File: config.mk
export PLATFORM = sky130hd
export DESIGN_NAME = mcac_chan_sched_flat
export DESIGN_NICKNAME = d
export VERILOG_FILES = /design/src/rtl/mcac_pkg.sv /design/src/rtl/mcac_chan_sched_if.sv /design/src/rtl/mcac_wdog.sv /design/src/rtl/mcac_chan_sched.sv /design/src/flat_wrapper.sv
export SDC_FILE = /design/constraint.sdc
export NUM_CORES = 1
export LEC_CHECK = 0
export CAP_MARGIN = 20
export CELL_PAD_IN_SITES_DETAIL_PLACEMENT = 1
export CELL_PAD_IN_SITES_GLOBAL_PLACEMENT = 2
export CORE_MARGIN = 3
export CORE_UTILIZATION = 35
export DETAILED_ROUTE_END_ITERATION = 8
export GPL_TIMING_DRIVEN = 0
export PLACE_DENSITY_LB_ADDON = 0.3
export SYNTH_ARGS = -nofsm -noshare
export SYNTH_HDL_FRONTEND = slang
export SYNTH_SLANG_ARGS = --single-unit
File: constraint.sdc
create_clock -name clk -period 3.2 [get_ports clk]
set_input_delay 0.32 -clock clk [delete_from_list [all_inputs] [get_ports clk]]
set_output_delay 0.32 -clock clk [all_outputs]
set_load 0.05 [all_outputs]
File: src/rtl/mcac_pkg.sv
// Shared types and sizing helpers for the multi-channel ADPCM channel scheduler.
package mcac_pkg;

    // Scheduler control states.
    typedef enum logic [2:0] {
        ST_IDLE  = 3'd0,
        ST_SEEK  = 3'd1,
        ST_ISSUE = 3'd2,
        ST_WAIT  = 3'd3,
        ST_FDONE = 3'd4
    } sched_state_t;

    localparam int DEF_NCH     = 32;
    localparam int DEF_CH_W    = 5;
    localparam int DEF_TIMEOUT = 63;

    // The channel pointer needs one extra bit so it can hold NCH itself,
    // which marks the end of the scan.
    function automatic int ptr_width(input int ch_w);
        return ch_w + 1;
    endfunction

    // Smallest width able to hold max_val (at least one bit).
    function automatic int cnt_width(input int max_val);
        int w;
        w = 1;
        while ((1 << w) <= max_val) w++;
        return w;
    endfunction

endpackage

File: src/rtl/mcac_chan_sched_if.sv
// Frame-timing / datapath handshake bundle of the channel scheduler.
// slave  : the scheduler itself.
// master : the surrounding frame-timing logic and datapath.
interface mcac_chan_sched_if
    import mcac_pkg::*;
#(
    parameter int NCH  = DEF_NCH,
    parameter int CH_W = DEF_CH_W
);
    logic            frame_sync;
    logic [NCH-1:0]  ch_en;
    logic            dp_done;
    logic            err_clr;
    logic            dp_start;
    logic [CH_W-1:0] dp_ch;
    logic            busy;
    logic            frame_done;
    logic            overrun;
    logic            timeout_err;

    modport slave (
        input  frame_sync, ch_en, dp_done, err_clr,
        output dp_start, dp_ch, busy, frame_done, overrun, timeout_err
    );

    modport master (
        output frame_sync, ch_en, dp_done, err_clr,
        input  dp_start, dp_ch, busy, frame_done, overrun, timeout_err
    );
endinterface

File: src/rtl/mcac_wdog.sv
// Transaction watchdog: counts WAIT cycles and raises a registered expiry
// flag that is high exactly while the count equals TIMEOUT.
module mcac_wdog
    import mcac_pkg::*;
#(
    parameter int TIMEOUT = DEF_TIMEOUT
)
(
    input  logic clk,
    input  logic reset,
    input  logic clr,
    input  logic en,
    output logic expired
);
    localparam int TMR_W = cnt_width(TIMEOUT);

    logic [TMR_W-1:0] tmr;

    // Counter and expiry flag; expiry is computed one step ahead so it
    // lines up with the cycle in which tmr holds TIMEOUT.
    always_ff @(posedge clk or negedge reset) begin
        if (!reset) begin
            tmr     <= '0;
            expired <= 1'b0;
        end else if (clr) begin
            tmr     <= '0;
            expired <= (TIMEOUT == 0);
        end else if (en && !expired) begin
            tmr     <= tmr + 1'b1;
            expired <= (tmr == TMR_W'(TIMEOUT - 1));
        end
    end

endmodule

File: src/rtl/mcac_chan_sched.sv
// Per-frame channel scheduler: on each accepted frame strobe it walks the
// enabled channels in ascending order, issues one start/done transaction
// per channel to the shared datapath, supervises each with a watchdog and
// reports frame completion, overruns and abandoned transactions.
module mcac_chan_sched
    import mcac_pkg::*;
#(
    parameter int NCH     = DEF_NCH,
    parameter int CH_W    = DEF_CH_W,
    parameter int TIMEOUT = DEF_TIMEOUT
)
(
    input  logic clk,
    input  logic reset,
    input  logic scan_en,
    input  logic scan_in0,
    output logic scan_out0,
    mcac_chan_sched_if.slave bus
);
    localparam int PTR_W = ptr_width(CH_W);

    sched_state_t    state;
    logic [PTR_W-1:0] ptr;
    logic [NCH-1:0]  en_q;
    logic [CH_W-1:0] ptr_lo;
    logic            ptr_end;

    logic            dp_start_q;
    logic [CH_W-1:0] dp_ch_q;
    logic            busy_q;
    logic            frame_done_q;
    logic            overrun_q;
    logic            timeout_err_q;

    logic            wd_clr;
    logic            wd_en;
    logic            wd_expired;
    logic            to_hit;

    // Scan pins are placeholders until scan insertion.
    logic            scan_unused;
    assign scan_unused = scan_en ^ scan_in0;
    assign scan_out0   = 1'b0;

    assign ptr_lo  = ptr[CH_W-1:0];
    assign ptr_end = (ptr == PTR_W'(NCH));

    // Watchdog restarts on every issue and counts only while waiting
    // without a completion.
    assign wd_clr = (state == ST_ISSUE);
    assign wd_en  = (state == ST_WAIT) && !bus.dp_done;
    // A completion in the expiry cycle wins over the timeout.
    assign to_hit = (state == ST_WAIT) && !bus.dp_done && wd_expired;

    mcac_wdog #(
        .TIMEOUT (TIMEOUT)
    ) u_wdog (
        .clk     (clk),
        .reset   (reset),
        .clr     (wd_clr),
        .en      (wd_en),
        .expired (wd_expired)
    );

    // Scheduler FSM with registered outputs and sticky error flags.
    always_ff @(posedge clk or negedge reset) begin
        if (!reset) begin
            state         <= ST_IDLE;
            ptr           <= '0;
            en_q          <= '0;
            dp_start_q    <= 1'b0;
            dp_ch_q       <= '0;
            busy_q        <= 1'b0;
            frame_done_q  <= 1'b0;
            overrun_q     <= 1'b0;
            timeout_err_q <= 1'b0;
        end else begin
            dp_start_q   <= 1'b0;
            frame_done_q <= 1'b0;

            // Sticky flags: a new set beats a simultaneous clear.
            if (bus.frame_sync && (state != ST_IDLE)) begin
                overrun_q <= 1'b1;
            end else if (bus.err_clr) begin
                overrun_q <= 1'b0;
            end

            if (to_hit) begin
                timeout_err_q <= 1'b1;
            end else if (bus.err_clr) begin
                timeout_err_q <= 1'b0;
            end

            case (state)
                ST_IDLE: begin
                    if (bus.frame_sync) begin
                        en_q   <= bus.ch_en;
                        ptr    <= '0;
                        state  <= ST_SEEK;
                        busy_q <= 1'b1;
                    end
                end
                ST_SEEK: begin
                    if (ptr_end) begin
                        state        <= ST_FDONE;
                        frame_done_q <= 1'b1;
                    end else if (en_q[ptr_lo]) begin
                        state      <= ST_ISSUE;
                        dp_start_q <= 1'b1;
                        dp_ch_q    <= ptr_lo;
                    end else begin
                        ptr <= ptr + 1'b1;
                    end
                end
                ST_ISSUE: begin
                    state <= ST_WAIT;
                end
                ST_WAIT: begin
                    if (bus.dp_done || wd_expired) begin
                        ptr   <= ptr + 1'b1;
                        state <= ST_SEEK;
                    end
                end
                ST_FDONE: begin
                    state  <= ST_IDLE;
                    busy_q <= 1'b0;
                end
                default: begin
                    state  <= ST_IDLE;
                    busy_q <= 1'b0;
                end
            endcase
        end
    end

    assign bus.dp_start    = dp_start_q;
    assign bus.dp_ch       = dp_ch_q;
    assign bus.busy        = busy_q;
    assign bus.frame_done  = frame_done_q;
    assign bus.overrun     = overrun_q;
    assign bus.timeout_err = timeout_err_q;

endmodule

File: src/flat_wrapper.sv
// flat-port wrapper written by rule: the top's interface ports become plain ports
module mcac_chan_sched_flat import mcac_pkg::*;
#(
    parameter int NCH     = DEF_NCH,
    parameter int CH_W    = DEF_CH_W,
    parameter int TIMEOUT = DEF_TIMEOUT
)
  (clk, reset, scan_en, scan_in0, scan_out0, bus_frame_sync, bus_ch_en, bus_dp_done, bus_err_clr, bus_dp_start, bus_dp_ch, bus_busy, bus_frame_done, bus_overrun, bus_timeout_err);
  mcac_chan_sched_if #(.NCH(NCH), .CH_W(CH_W)) bus_i ();
  input  logic clk;
  input  logic reset;
  input  logic scan_en;
  input  logic scan_in0;
  output logic scan_out0;
  input wire logic [$bits(bus_i.frame_sync)-1:0] bus_frame_sync;
  input wire logic [$bits(bus_i.ch_en)-1:0] bus_ch_en;
  input wire logic [$bits(bus_i.dp_done)-1:0] bus_dp_done;
  input wire logic [$bits(bus_i.err_clr)-1:0] bus_err_clr;
  output wire logic [$bits(bus_i.dp_start)-1:0] bus_dp_start;
  output wire logic [$bits(bus_i.dp_ch)-1:0] bus_dp_ch;
  output wire logic [$bits(bus_i.busy)-1:0] bus_busy;
  output wire logic [$bits(bus_i.frame_done)-1:0] bus_frame_done;
  output wire logic [$bits(bus_i.overrun)-1:0] bus_overrun;
  output wire logic [$bits(bus_i.timeout_err)-1:0] bus_timeout_err;
  assign bus_i.frame_sync = bus_frame_sync;
  assign bus_i.ch_en = bus_ch_en;
  assign bus_i.dp_done = bus_dp_done;
  assign bus_i.err_clr = bus_err_clr;
  assign bus_dp_start = bus_i.dp_start;
  assign bus_dp_ch = bus_i.dp_ch;
  assign bus_busy = bus_i.busy;
  assign bus_frame_done = bus_i.frame_done;
  assign bus_overrun = bus_i.overrun;
  assign bus_timeout_err = bus_i.timeout_err;
  mcac_chan_sched #(.NCH(NCH), .CH_W(CH_W), .TIMEOUT(TIMEOUT)) u_core (.clk(clk), .reset(reset), .scan_en(scan_en), .scan_in0(scan_in0), .scan_out0(scan_out0), .bus(bus_i));
endmodule
==> results.ini <==
[run_status]
outcome = complete, but fails checks
violations = negative hold slack

[drt]
routed-via-count = 1947
top_layer = met4
vias_per_cell = 4.94
drt_iter0_drc = 56
drc_errors = 0
met3RoutedLength_um = 230
post_drt_wl_per_cell_um = 16.3
antenna_left = 0
wl_mm = 6.41
wl_met1_mm = 3.03
detail_route.first_pass.iterations = 4
wl_met2_mm = 3.06

[synth]
muxShareOfSynthArea = 0.214
synth_compound_area_frac = 0.0847
synth_top_family_by_area = multiplexers
synthSimpleGateAreaFrac = 0.113
yosys-top-cells-area = dfrtp_1, mux2_2, mux2i_1
synth_top_area_cell = dfrtp_1
synth_area_sq_mm = 0.00279
syn-num-nets = 275
synth_xor_area_frac = 0.0126
ys_async_sr_fraction = 1.00
yosysWarningCount = 0
syn_inst = 232
synth_area_per_cell_sq_um = 12.0
synth_fa_ha_area_frac = 0.0179
yosysUniqueCellTypes = 46
ys_seq_area_frac = 0.520
ys_ff_latch = 58
ys.flop_type = dfrtp_1
synth_top_area_frac = 0.520
synth-edff-count = 0

[clocking]
tritoncts = built
post-cts-setup-buffers = 0
numCtsBuffers = 9
hold_buffers = 0
clkSinkCount = 58
cts_root_buf = clkbuf_8
cts.clk_slew.worst_paths_ps = 70
h-tree-depth = 3
cts_buffer_depth = 2
post_cts_resized = 0
clkLatencyLatePin_ps = 340

[floorplanning]
num_io_pins = 50
fp.dieW_um = 95.3
start_util = 0.373
core_sq_mm = 0.00749
dieArea_sq_mm = 0.00908
die_y_um = 95.3
rows = 31

[placement]
pre_cts_slack_ps = 492
gp_congestion = 0.740
dpl.hpwl_mm = 4.71
port_buffers = 46

[power_and_ir_drop]
ir_worst_vdd_mv = 0.402
power_density_mw_per_mm2 = 911
leakage_nw = 1.53

[global_routing]
antenna_found_initial = 0
grt_pass1_wl_mm = 10.6
first_global_vias = 2130
grt_max_degree = 34
track_usage = 0.155
overflow = 0

[min_path]
hold_path_class = in -> async

[sta]
timing.hold.ws_ps = -4.66
fin_ws_ps = 528
period_needed_ps = 2670
hold_viol = 4
setup_viol = 0
worst_pin_slew_ps = 960
slew_headroom = 0.355
finalMaxSlewViolations = 0
clock.fmax_mhz = 374
rsz0062_at_grt = false
fin_skew_ps = 6.62
finalCritPeriodShare = 0.835

[layout]
multiInputGateArea_sq_mm = 0.00124
seq_area_sq_mm = 0.00145
layout.nets = 333
drive_above_1_share = 0.224
fillerInstances = 810
finish.utilization = 0.475
syn_to_final_growth_pct = 27.3
diodes = 0

[setup_path]
cp-end-kind = flop
critPathKind = reg -> reg
crit_required_ps = 3420
critical_path_arrival_ps = 2890
critical_path.max_fanout = 10
setup.worst_path.start_class = flop

[flow_run]
maxCapViolCount = 0

## cells in the mapped netlist (all sizes together), types with 2 or more instances
library cell   n
dfrtp         58
mux2          37
nand2         19
mux2i         18
nor2          10
inv            9
a22oi          8
nand3          8
a21oi          7
o21ai          6
buf            5
clkbuf         5
ha             4
o211ai         4
and3           3
nand2b         3
o41ai          3
xor2           3
nor2b          2
nor3           2
nor4           2
## where the power goes
| part | internal, mW | switching [mW] |
|---|---|---|
| Combinational | 0.691 | 0.765 |
| Clock | 0.299 | 0.275 |
| Sequential | 1.03 | 0.181 |
| Total | 2.02 | 1.22 |
## critical path, cell delays in order (launching register included)
cell and delay [ps]:
dfrtp_1 360, buf_6 190, buf_12 160, inv_1 60, ha_1 190, nand2_1 60
nor4_1 70, nor3_1 790, nand2_2 320, mux2_2 350
## registers in the layout, summed over array words and instances (netlist names)
| name | count |
|---|---|
| u_core.en_q | 32 |
| u_core.ptr | 6 |
| u_core.u_wdog.tmr | 6 |
| u_core.bus.dp_ch | 5 |
| u_core.state | 3 |
| u_core.bus.busy | 1 |
| u_core.bus.dp_start | 1 |
| u_core.bus.frame_done | 1 |
| u_core.bus.overrun | 1 |
| u_core.bus.timeout_err | 1 |
| u_core.u_wdog.expired | 1 |
## cell usage in the layout (no fill, tap or decap), drive strengths merged, types with 6 or more instances in the layout
cell and n:
nand3 8, o21ai 6, clkbuf 18, mux2i 18, inv 9, a21oi 7
mux2 37, dfrtp 58, buf 7, clkdlybuf4s50 45, nor2 10, nand2 19
a22oi 8
## area by class of cell
type / instances / share of cell area
sequential: 58 / 0.408
multi-input combinational: 155 / 0.348
timing repair buffer: 47 / 0.134
clock buffer: 13 / 0.0419
tap: 99 / 0.0348
buffer: 10 / 0.0197
inverter: 9 / 0.00950
clock inverter: 3 / 0.00422
## layer usage
layer,up-vias,global-route usage
li1,940,-
met1,970,0.202
met2,31,0.245
met3,6,0.0426
met4,0,0.0613
met5,-,0
## worst paths after layout
| kind | startpoint | end | slack, ps | cells past startpoint |
|---|---|---|---|---|
| max | u_core.ptr[1]$_DFFE_PN0P_ | u_core.bus.dp_ch[2]$_DFFE_PN0P_ | 530 | 9 |
| min | reset | u_core.u_wdog.tmr[2]$_DFFE_PN0P_ | -5 | 1 |
| max reg2reg | u_core.ptr[1]$_DFFE_PN0P_ | u_core.bus.dp_ch[2]$_DFFE_PN0P_ | 530 | 9 |
| min reg2reg | u_core.ptr[5]$_DFFE_PN0P_ | u_core.ptr[5]$_DFFE_PN0P_ | 490 | 1 |
| max in group asynchronous | reset | u_core.en_q[30]$_DFFE_PN0P_ | 2600 | 2 |
| min in group clk | u_core.ptr[5]$_DFFE_PN0P_ | u_core.ptr[5]$_DFFE_PN0P_ | 490 | 1 |
## metrics by stage
stage          TNS, ps  hold WS (ps)  total power [mW]  area (sq um)  instances
3_3_place_gp     -4950           473              2.64          3380        377
6_report             0         -4.66              3.24          3550        394
3_5_place_dp         0           378              2.70          3390        378
2_1_floorplan        0          24.4              2.27          2790        232
5_1_grt              0          34.3              3.49          3550        394
4_1_cts              0          5.23              3.30          3550        394
## cell families after synthesis
logic type               count (synthesis)
flip-flops                              58
adder cells (fa/ha/maj)                  4
buffers and inverters                   19
XOR/XNOR                                 4
AND/OR/NAND/NOR                         58
other                                    1
AO/OA/AOI/OAI                           33
multiplexers                            55
Note: power is estimated with default switching activity, not from simulation.
